--- config.mk ---
export PLATFORM = sky130hd
export DESIGN_NAME = dcache_wt_flat
export DESIGN_NICKNAME = d
export VERILOG_FILES = /design/src/rtl/dcache_pkg.sv /design/src/rtl/dcache_wt_if.sv /design/src/rtl/dcache_array.sv /design/src/rtl/dcache_wt.sv /design/src/flat_wrapper.sv
export SDC_FILE = /design/constraint.sdc
export NUM_CORES = 1
export LEC_CHECK = 0
export CORE_MARGIN = 3
export CORE_UTILIZATION = 40
export CTS_BUF_LIST = sky130_fd_sc_hd__clkbuf_4
export DETAILED_ROUTE_END_ITERATION = 10
export HOLD_SLACK_MARGIN = 0.02
export PLACE_DENSITY = 0.63
export SLEW_MARGIN = 15
export SYNTH_ARGS = -nofsm -noshare
export SYNTH_HDL_FRONTEND = slang
export SYNTH_SLANG_ARGS = --single-unit
export TNS_END_PERCENT = 20
--- constraint.sdc ---
create_clock -name clk -period 11.3 [get_ports clk]
set_clock_uncertainty 0.05 [all_clocks]
set_input_delay 1.695 -clock clk [delete_from_list [all_inputs] [get_ports clk]]
set_output_delay 1.695 -clock clk [all_outputs]
set_load 0.03 [all_outputs]
--- src/rtl/dcache_pkg.sv ---
// Shared types and constants for the write-through data cache.
package dcache_pkg;

    localparam int unsigned DefIdxW = 4;

    typedef enum logic [1:0] {
        StIdle  = 2'd0,
        StDrain = 2'd1,
        StFill  = 2'd2
    } state_e;

    // Each line holds one word, so two byte-offset bits sit below the index.
    function automatic int unsigned tag_width(input int unsigned addr_w,
                                              input int unsigned idx_w);
        return addr_w - idx_w - 2;
    endfunction

endpackage

--- src/rtl/dcache_wt_if.sv ---
// Request/acknowledge bus between the data cache and the backing memory.
interface dcache_wt_if #(
    parameter int unsigned ADDR_W = 32
);
    logic              req;
    logic              we;
    logic [ADDR_W-1:0] addr;
    logic [31:0]       wdata;
    logic              ack;
    logic [31:0]       rdata;

    modport master (output req, output we, output addr, output wdata,
                    input  ack, input  rdata);
    modport slave  (input  req, input  we, input  addr, input  wdata,
                    output ack, output rdata);
endinterface

--- src/rtl/dcache_array.sv ---
// Valid/tag/data storage: combinational read, one synchronous write, sync valid clear.
module dcache_array import dcache_pkg::*; #(
    parameter int unsigned IDX_W = DefIdxW,
    parameter int unsigned TAG_W = tag_width(32, IDX_W)
) (
    input  logic             clk_i,
    input  logic             clr_ni,
    input  logic [IDX_W-1:0] ridx_i,
    output logic             rvalid_o,
    output logic [TAG_W-1:0] rtag_o,
    output logic [31:0]      rdata_o,
    input  logic             we_i,
    input  logic             vset_i,
    input  logic [IDX_W-1:0] widx_i,
    input  logic [TAG_W-1:0] wtag_i,
    input  logic [31:0]      wdata_i
);
    localparam int unsigned Lines = 1 << IDX_W;

    logic [Lines-1:0] valid_q;
    logic [TAG_W-1:0] tag_q  [Lines];
    logic [31:0]      data_q [Lines];

    always_ff @(posedge clk_i) begin
        if (!clr_ni) begin
            valid_q <= '0;
        end else if (we_i && vset_i) begin
            valid_q[widx_i] <= 1'b1;
        end
    end

    // Tag and data carry no reset; the valid bit alone qualifies them.
    always_ff @(posedge clk_i) begin
        if (we_i) begin
            tag_q[widx_i]  <= wtag_i;
            data_q[widx_i] <= wdata_i;
        end
    end

    assign rvalid_o = valid_q[ridx_i];
    assign rtag_o   = tag_q[ridx_i];
    assign rdata_o  = data_q[ridx_i];

endmodule

--- src/rtl/dcache_wt.sv ---
// Direct-mapped write-through, no-write-allocate data cache with a one-entry write buffer.
module dcache_wt import dcache_pkg::*; #(
    parameter int unsigned IDX_W  = DefIdxW,
    parameter int unsigned ADDR_W = 32
) (
    input  logic              clk,
    input  logic              rst,
    input  logic              cpu_re_i,
    input  logic              cpu_we_i,
    input  logic [ADDR_W-1:0] cpu_addr_i,
    input  logic [31:0]       cpu_wdata_i,
    output logic [31:0]       cpu_rdata_o,
    output logic              mem_stall_o,
    dcache_wt_if.master       bm
);
    localparam int unsigned TagW = tag_width(ADDR_W, IDX_W);

    state_e state_q, state_d;

    logic              bm_req_q, bm_req_d;
    logic              bm_we_q, bm_we_d;
    logic [ADDR_W-1:0] bm_addr_q, bm_addr_d;
    logic [31:0]       bm_wdata_q, bm_wdata_d;

    logic              wb_valid_q, wb_valid_d;
    logic [ADDR_W-3:0] wb_addr_q, wb_addr_d;
    logic [31:0]       wb_data_q, wb_data_d;

    logic [IDX_W-1:0] idx;
    logic [TagW-1:0]  tag;
    logic             line_valid;
    logic [TagW-1:0]  line_tag;
    logic [31:0]      line_data;
    logic             hit, is_load, is_store, wb_match, store_acc, fill_done;

    logic             arr_we, arr_vset;
    logic [IDX_W-1:0] arr_widx;
    logic [TagW-1:0]  arr_wtag;
    logic [31:0]      arr_wdata;
    logic             stall;
    logic             unused_byte_off;

    assign unused_byte_off = ^cpu_addr_i[1:0];

    assign idx       = cpu_addr_i[IDX_W+1:2];
    assign tag       = cpu_addr_i[ADDR_W-1:IDX_W+2];
    assign hit       = line_valid && (line_tag == tag);
    // A simultaneous load and store is handled as a store.
    assign is_store  = cpu_we_i;
    assign is_load   = cpu_re_i && !cpu_we_i;
    assign wb_match  = wb_valid_q && (wb_addr_q == cpu_addr_i[ADDR_W-1:2]);
    assign store_acc = is_store && !wb_valid_q;
    assign fill_done = (state_q == StFill) && bm.ack;

    dcache_array #(
        .IDX_W (IDX_W),
        .TAG_W (TagW)
    ) u_array (
        .clk_i    (clk),
        .clr_ni   (rst),
        .ridx_i   (idx),
        .rvalid_o (line_valid),
        .rtag_o   (line_tag),
        .rdata_o  (line_data),
        .we_i     (arr_we),
        .vset_i   (arr_vset),
        .widx_i   (arr_widx),
        .wtag_i   (arr_wtag),
        .wdata_i  (arr_wdata)
    );

    always_ff @(posedge clk) begin
        if (!rst) begin
            state_q    <= StIdle;
            bm_req_q   <= 1'b0;
            bm_we_q    <= 1'b0;
            bm_addr_q  <= '0;
            bm_wdata_q <= '0;
            wb_valid_q <= 1'b0;
            wb_addr_q  <= '0;
            wb_data_q  <= '0;
        end else begin
            state_q    <= state_d;
            bm_req_q   <= bm_req_d;
            bm_we_q    <= bm_we_d;
            bm_addr_q  <= bm_addr_d;
            bm_wdata_q <= bm_wdata_d;
            wb_valid_q <= wb_valid_d;
            wb_addr_q  <= wb_addr_d;
            wb_data_q  <= wb_data_d;
        end
    end

    always_comb begin
        state_d    = state_q;
        bm_req_d   = bm_req_q;
        bm_we_d    = bm_we_q;
        bm_addr_d  = bm_addr_q;
        bm_wdata_d = bm_wdata_q;
        wb_valid_d = wb_valid_q;
        wb_addr_d  = wb_addr_q;
        wb_data_d  = wb_data_q;
        case (state_q)
            StIdle: begin
                // Pending buffer always drains first so memory sees program order.
                if (wb_valid_q) begin
                    state_d    = StDrain;
                    bm_req_d   = 1'b1;
                    bm_we_d    = 1'b1;
                    bm_addr_d  = {wb_addr_q, 2'b00};
                    bm_wdata_d = wb_data_q;
                end else if (is_load && !hit) begin
                    state_d   = StFill;
                    bm_req_d  = 1'b1;
                    bm_we_d   = 1'b0;
                    bm_addr_d = {cpu_addr_i[ADDR_W-1:2], 2'b00};
                end
            end
            StDrain: begin
                if (bm.ack) begin
                    state_d    = StIdle;
                    bm_req_d   = 1'b0;
                    wb_valid_d = 1'b0;
                end
            end
            StFill: begin
                if (bm.ack) begin
                    state_d  = StIdle;
                    bm_req_d = 1'b0;
                end
            end
            default: state_d = StIdle;
        endcase
        if (store_acc) begin
            wb_valid_d = 1'b1;
            wb_addr_d  = cpu_addr_i[ADDR_W-1:2];
            wb_data_d  = cpu_wdata_i;
        end
    end

    always_comb begin
        stall       = 1'b0;
        cpu_rdata_o = '0;
        if (is_store) begin
            stall = wb_valid_q;
        end else if (is_load) begin
            if (wb_valid_q) begin
                stall = !(wb_match && hit);
            end else begin
                stall = !((state_q == StIdle) && hit);
            end
            if (!stall) begin
                cpu_rdata_o = wb_match ? wb_data_q : line_data;
            end
        end
        mem_stall_o = stall;

        // Fill refills from the latched request address; a store hit updates in place.
        arr_we    = rst && (fill_done || (store_acc && hit));
        arr_vset  = fill_done;
        arr_widx  = fill_done ? bm_addr_q[IDX_W+1:2] : idx;
        arr_wtag  = fill_done ? bm_addr_q[ADDR_W-1:IDX_W+2] : tag;
        arr_wdata = fill_done ? bm.rdata : cpu_wdata_i;
    end

    assign bm.req   = bm_req_q;
    assign bm.we    = bm_we_q;
    assign bm.addr  = bm_addr_q;
    assign bm.wdata = bm_wdata_q;

endmodule
--- src/flat_wrapper.sv ---
// flat-port wrapper written by rule: the top's interface ports become plain ports
module dcache_wt_flat import dcache_pkg::*;
#(
    parameter int unsigned IDX_W  = DefIdxW,
    parameter int unsigned ADDR_W = 32
)
  (clk, rst, cpu_re_i, cpu_we_i, cpu_addr_i, cpu_wdata_i, cpu_rdata_o, mem_stall_o, bm_req, bm_we, bm_addr, bm_wdata, bm_ack, bm_rdata);
  dcache_wt_if #(.ADDR_W(ADDR_W)) bm_i ();
  input  logic clk;
  input  logic rst;
  input  logic cpu_re_i;
  input  logic cpu_we_i;
  input  logic [ADDR_W-1:0] cpu_addr_i;
  input  logic [31:0] cpu_wdata_i;
  output logic [31:0] cpu_rdata_o;
  output logic mem_stall_o;
  output wire logic [$bits(bm_i.req)-1:0] bm_req;
  output wire logic [$bits(bm_i.we)-1:0] bm_we;
  output wire logic [$bits(bm_i.addr)-1:0] bm_addr;
  output wire logic [$bits(bm_i.wdata)-1:0] bm_wdata;
  input wire logic [$bits(bm_i.ack)-1:0] bm_ack;
  input wire logic [$bits(bm_i.rdata)-1:0] bm_rdata;
  assign bm_req = bm_i.req;
  assign bm_we = bm_i.we;
  assign bm_addr = bm_i.addr;
  assign bm_wdata = bm_i.wdata;
  assign bm_i.ack = bm_ack;
  assign bm_i.rdata = bm_rdata;
  dcache_wt #(.IDX_W(IDX_W), .ADDR_W(ADDR_W)) u_core (.clk(clk), .rst(rst), .cpu_re_i(cpu_re_i), .cpu_we_i(cpu_we_i), .cpu_addr_i(cpu_addr_i), .cpu_wdata_i(cpu_wdata_i), .cpu_rdata_o(cpu_rdata_o), .mem_stall_o(mem_stall_o), .bm(bm_i));
endmodule
# Word-level counts from Yosys, hierarchy flattened
# Memories as Yosys holds them, arrays and structs flattened.
# Cells that the tools add are included.
# op_classes
add_sub_neg,0
div_mod_pow,0
mul,0
n_shift,0
order_cmp,3
bitwise,1
n_eq_ne,6
n_reduce_logical,29
mux,32
# ops
op,count
$mux W32,7
$eq A30 B30 Y1,1
$eq A26 B26 Y1,1
$mux W26,1
$mux W1,16
$or A16 B16 Y16,1
$logic_and A1 B1 Y1,12
$lt A4 B5 Y1 const B,2
$reduce_and A2 Y1,4
$reduce_bool A2 Y1,4
$mux W2,3
$logic_not A1 Y1,5
$bmux W1 S4,1
$demux W1 S4,1
$ge A4 B1 Y1 const B,1
$mux W4,1
$pmux W2 S2,1
$ne A3 B1 Y1 const B,1
$reduce_and A3 Y1,1
$eq A2 B1 Y1 const B,1
$eq A2 B2 Y1 const B,1
$logic_not A2 Y1,1
$ne A2 B1 Y1 const B,1
$pmux W1 S2,1
2 further kinds,2
# totals
mem_bits_ro,0
ram_bits,928
regBits,147
mem_count,2
word_cells,82
latchBits,0
in_bits,101
# mem_list
name,words,word_bits,rd,rd_clocked_by_memory_dff,wr,line_no,rtl
u_core.u_array.data_q,16,32,1,0,1,dcache_array.sv:22,logic [31:0] data_q [Lines];
u_core.u_array.tag_q,16,26,1,0,1,dcache_array.sv:21,logic [TAG_W-1:0] tag_q [Lines];

# Logic depth before layout (Yosys ltp)
# depth
word_depth,11
mapped_depth,15
ltp_nobuf,9

# Cells and area by module
# A second synthesis with hierarchy kept.
# unflattened
cells_unflattened,2314
hier_area_um2,42428.2
# modules_own_cells
mod,n_inst,area_each_um2,cells_each,seq_area_each_um2
dcache_array,1,35355.2,1504,28187.0
dcache_wt,1,7073.0,810,2582.5

# Worst setup path after synthesis
# Ideal clock, no wire load.
# synth_path
path_type,input port to flip-flop
start,in cpu_addr_i[3]
end,mem u_core.u_array.data_q[10][0] (enable)
setup_slack_ns,2.468
n_path_buf,2
arrival_ns,8.237
path_stages,11
path_cell_list,buf_2 mux4_2 mux4_2 xor2_1 a31oi_1 o211ai_1 or4_1 nor3_4 a21oi_2 buf_6 nor3_1
# synth_between
elab_chain_len,8
elab_cells_between_ends,11
cone_classes,eq/ne: 1; mux: 5; reduce/logical: 4; memory: 1
# synth_lines
element,line_no,rtl
from (decl),flat_wrapper.sv:13,input logic [ADDR_W-1:0] cpu_addr_i;
$mem_v2 Z16 W26 / $bmux W1 S4 (equally long branches),--,
$eq A26 B26 Y1 / $mux W1 (equally long branches),"dcache_wt.sv:47, dcache_array.sv:40",
$logic_and A1 B1 Y1,dcache_wt.sv:47,assign hit = line_valid && (line_tag == tag);
$logic_and A1 B1 Y1,dcache_wt.sv:159,arr_we = rst && (fill_done || (store_acc && hit));
$logic_or A1 B1 Y1,dcache_wt.sv:159,
$logic_and A1 B1 Y1,dcache_wt.sv:159,
$mux W1,dcache_array.sv:34,if (we_i) begin
$mux W1 (not written as such),dcache_array.sv:36,data_q[widx_i] <= wdata_i;
to (decl),dcache_array.sv:22,
# Parallel ways exist; a longest one is shown, timed or not. The select of a mux whose other input is x is not followed.

# Worst setup path after layout
# layout_path
start,in cpu_addr_i[4]
end,out cpu_rdata_o[30]
# layout_between
elab_chain_len,11
elab_cells_between_ends,19
cone_classes,eq/ne: 2; mux: 9; reduce/logical: 6; memory: 2
# layout_lines
element,line_no,rtl
$mem_v2 Z16 W26 / $bmux W1 S4 (equally long branches),--,
$eq A26 B26 Y1 / $mux W1 (equally long branches),"dcache_wt.sv:47, dcache_array.sv:40",
$logic_and A1 B1 Y1,dcache_wt.sv:47,
$logic_and A1 B1 Y1 (on tied branches),"dcache_wt.sv:150, dcache_wt.sv:148",
$logic_not A1 Y1 (on tied branches),"dcache_wt.sv:150, dcache_wt.sv:148",
$mux W1,dcache_wt.sv:147,if (wb_valid_q) begin
$mux W1,dcache_wt.sv:146,end else if (is_load) begin
$mux W1,dcache_wt.sv:144,if (is_store) begin
$mux W32 (*),dcache_wt.sv:152,if (!stall) begin
$mux W32 (*),dcache_wt.sv:146,
$mux W32 (*),dcache_wt.sv:144,
to (decl),flat_wrapper.sv:15,output logic [31:0] cpu_rdata_o;
# Every way passes the cells marked *; elsewhere a longest branch is shown, timed or not. The select of a mux whose other input is x is not followed.

==> results.yml <==
hold_path:
  hold_start: "u_core.wb_data_q[14]$_SDFFE_PN0P_"
  hold_class: "reg2reg"
  whs_path_depth: 2
  holdPathEnd: "u_core.bm.wdata[14]$_SDFFE_PN0P_"
route:
  num_vias: 24500
  via_per_inst: 5.49
  wl_per_cell_um: 25.2
  routed_wl_um: 112000
  postRouteAntennaNets: 0
  drc_errors: 0
  drtIter0Drc: 2421
  drtPass1Iterations: 5
floorplanning:
  ios: 200
  die_x_um: 335
  die_height_um: 335
  die-area_mm2: 0.112
  num_rows: 120
  start_util_pct: 40.4
  core_area_mm2: 0.107
worst_setup_path:
  rr_worst_depth: 11
  reg2reg_to: "u_core.u_array.data_q[14][14]$_DFFE_PP_"
  crit_required_ns: 9.56
  rrSetupSlack_ns: 5.94
  critPathKind: "in2out"
  crit_path_max_fanout: 66
  timing.rr.start: "u_core.u_array.tag_q[5][9]$_DFFE_PP_"
  start_kind: "input pin"
  crit_path_end_kind: "output port"
  crit_arrival_ns: 6.79
power_and_ir_drop:
  p_seq_share_pct: 52.7
  comb_power_share_pct: 7.4
  p_int_w: 0.00642
  switching_power_w: 0.00194
  power.static_leakage_nw: 16.9
  power_density_mw_per_mm2: 166
  p_clk_share_pct: 39.9
  peakVddDrop_mv: 0.0853
  swShare_pct: 23.2
cts:
  cts.repair.resized: 0
  clk_latency_ns: 1.17
  clockRootBuffer: "clkbuf_4"
  cts_max_level: 5
  clkTransAtPathRegs_ns: 0.07
  cts_hold_buf: 0
  cts-buffers-inserted: 293
  cts_setup_buffers: 0
  cts_tree: "done"
  cts_max_path_buffers: 4
  clock-sinks: 1073
synthesis:
  async_reset_ff_share_pct: 0
  synth-seq-cells: 1073
  synth_ff_type: "edfxtp_1"
  synthesis.instances: 2467
  synth_cell_types: 65
  avgSynthCellArea_um2: 17.6
  yosys_warnings: 0
  syn_area_mm2: 0.0433
  synth_edf_count: 928
  yosysSeqAreaShare_pct: 71.1
layout:
  final_util_pct: 47.0
  layout.nets: 2959
  area_delta_synth_final_pct: 16.3
  layout-drive-gt1-share_pct: 26.3
  nFillCells: 9174
status:
  status: "finished, final reports clean"
sta:
  tns_ns: 0
  slew_viol_final: 0
  slew_headroom_pct: 21.6
  worstMarginPinSlew_ns: 1.17
  setup_viol: 0
  finalCritPeriodShare_pct: 75.6
  rsz0062_at_grt: "false"
  fmaxAchievable_ghz: 0.117
  finalHoldViolations: 0
  final.min_clock_period_ns: 8.54
grt:
  grt_overflow: 0
  gr-usage-all-layers_pct: 20.0
  antenna_found_initial: 6
  grt_pass1_wl_um: 165000
  first_global_vias: 25700
  grt_max_degree: 76
flow_run:
  cap_violations: 0
place:
  portBuffers: 195
  dp_hpwl_um: 62000
  gp_congestion: 0.837
==> sequential cells by signal (all words and copies together) (netlist names) <==
signal                  cells
u_core.wb_valid_q           1
u_core.bm.we                1
u_core.u_array.data_q     512
u_core.bm.addr             30
u_core.wb_data_q           32
u_core.u_array.tag_q      416
u_core.wb_addr_q           30
u_core.u_array.valid_q     16
u_core.state_q              2
u_core.bm.req               1
u_core.bm.wdata            32
==> power by group through the flow <==
stage / Clock [W] / Sequential, W / Combinational [W]
3_3_place_gp: 0 / 0.00448 / 0.000602
2_1_floorplan: 0 / 0.00450 / 0.000360
6_report: 0.00334 / 0.00440 / 0.000617
4_1_cts: 0.00344 / 0.00440 / 0.000619
5_1_grt: 0.00366 / 0.00440 / 0.000659
3_5_place_dp: 0 / 0.00449 / 0.000618
==> synthesized netlist by cell type (7+ instances only) <==
library cell	n	area [um^2]
edfxtp_1	928	27900
nand2_1	384	1440
mux4_2	242	5450
dfxtp_1	145	2900
mux2i_1	120	1200
a21boi_0	94	706
clkbuf_1	91	342
nor2_1	57	214
o21a_1	48	360
xnor2_1	43	377
o221a_1	30	338
buf_6	20	225
a22oi_1	19	143
xor2_1	18	158
nor3_1	17	85.1
buf_1	16	60.1
buf_2	16	80.1
o21ai_0	15	75.1
buf_4	13	97.6
mux2_2	12	135
a21oi_1	10	50.1
nand3_1	10	50.1
nor2_4	10	113
nor2b_1	10	62.6
inv_1	9	33.8
nand2b_1	8	50.1
nand4_1	7	43.8
==> cell type report <==
type	instances	area [um^2]	share of cell area (%)
timing repair buffer	247	2390	4.76
clock buffer	428	3210	6.38
clock inverter	63	358	0.711
antenna	10	25.0	0.0497
multi-input combinational	1229	11800	23.4
sequential	1073	30800	61.1
tap	1403	1760	3.49
inverter	10	38.8	0.0770
==> critical path, cell delays in order <==
cell	delay, ns
buf_6	0.60
buf_4	0.77
nor2b_1	0.55
a22oi_1	0.17
nand3_1	0.11
nor3b_1	0.34
o21ai_0	0.16
nor4b_2	0.36
o2111ai_2	0.35
a211o_4	0.65
nor2_1	0.23
clkdlybuf4s50_1	0.70
==> through the flow <==
step,hold WS [ns],setup WS [ns],cell area (um^2),instances,power [W]
floorplan,0.385,2.47,43300,2468,0.00486
global placement,0.392,2.85,46800,3961,0.00509
detailed placement,0.407,2.75,46800,3961,0.00510
CTS,0.378,2.73,50300,4452,0.00846
global route,0.396,2.46,50400,4462,0.00872
finish,0.394,2.76,50400,4463,0.00836
==> cells in the final DEF (no fill, tap or decap), types with 12 or more instances in the layout <==
master	count
o21ai_0	13
o21a_1	48
mux2i_1	120
clkinv_1	45
dfxtp_1	145
xor2_1	18
buf_4	49
a21boi_0	94
nor2_4	13
clkbuf_4	428
clkdlybuf4s50_1	190
mux2_2	12
mux4_2	242
edfxtp_1	928
nand2_1	382
o221a_1	30
a22oi_1	19
xnor2_1	43
nor2_1	54
==> logic make-up after synthesis <==
family	after synthesis	share of synthesized area [%]
AO/OA/AOI/OAI	252	4.57
AND/OR/NAND/NOR	535	5.37
flip-flops	1073	71.1
other	1	0.00866
buffers and inverters	166	1.94
multiplexers	375	15.7
XOR/XNOR	61	1.23
adder cells (fa/ha/maj)	4	0.116
==> per-layer routing <==
metal	track usage [%]	share of wire, %	routed length (um)	up-vias
li1	-	-	-	10600
met1	26.8	42	46700	12700
met2	32.4	49	55300	1006
met3	3.97	6.9	7800	204
met4	7.63	2.3	2610	0
met5	0	0	0	-
==> worst max path at each step <==
| stage | start | slack [ns] | cells after the start | endpoint |
|---|---|---|---|---|
| after floorplan | cpu_addr_i[3] | 2.47 | 11 | u_core.u_array.data_q[10][0]$_DFFE_PP_ |
| after CTS | cpu_addr_i[4] | 2.73 | 12 | cpu_rdata_o[30] |
| final | cpu_addr_i[4] | 2.76 | 12 | cpu_rdata_o[30] |
| after detailed placement | cpu_addr_i[4] | 2.75 | 12 | cpu_rdata_o[30] |
| after global routing | cpu_addr_i[2] | 2.46 | 11 | cpu_rdata_o[30] |
| after global placement | cpu_addr_i[4] | 2.85 | 12 | cpu_rdata_o[10] |
(Power assumes the default switching activity.)
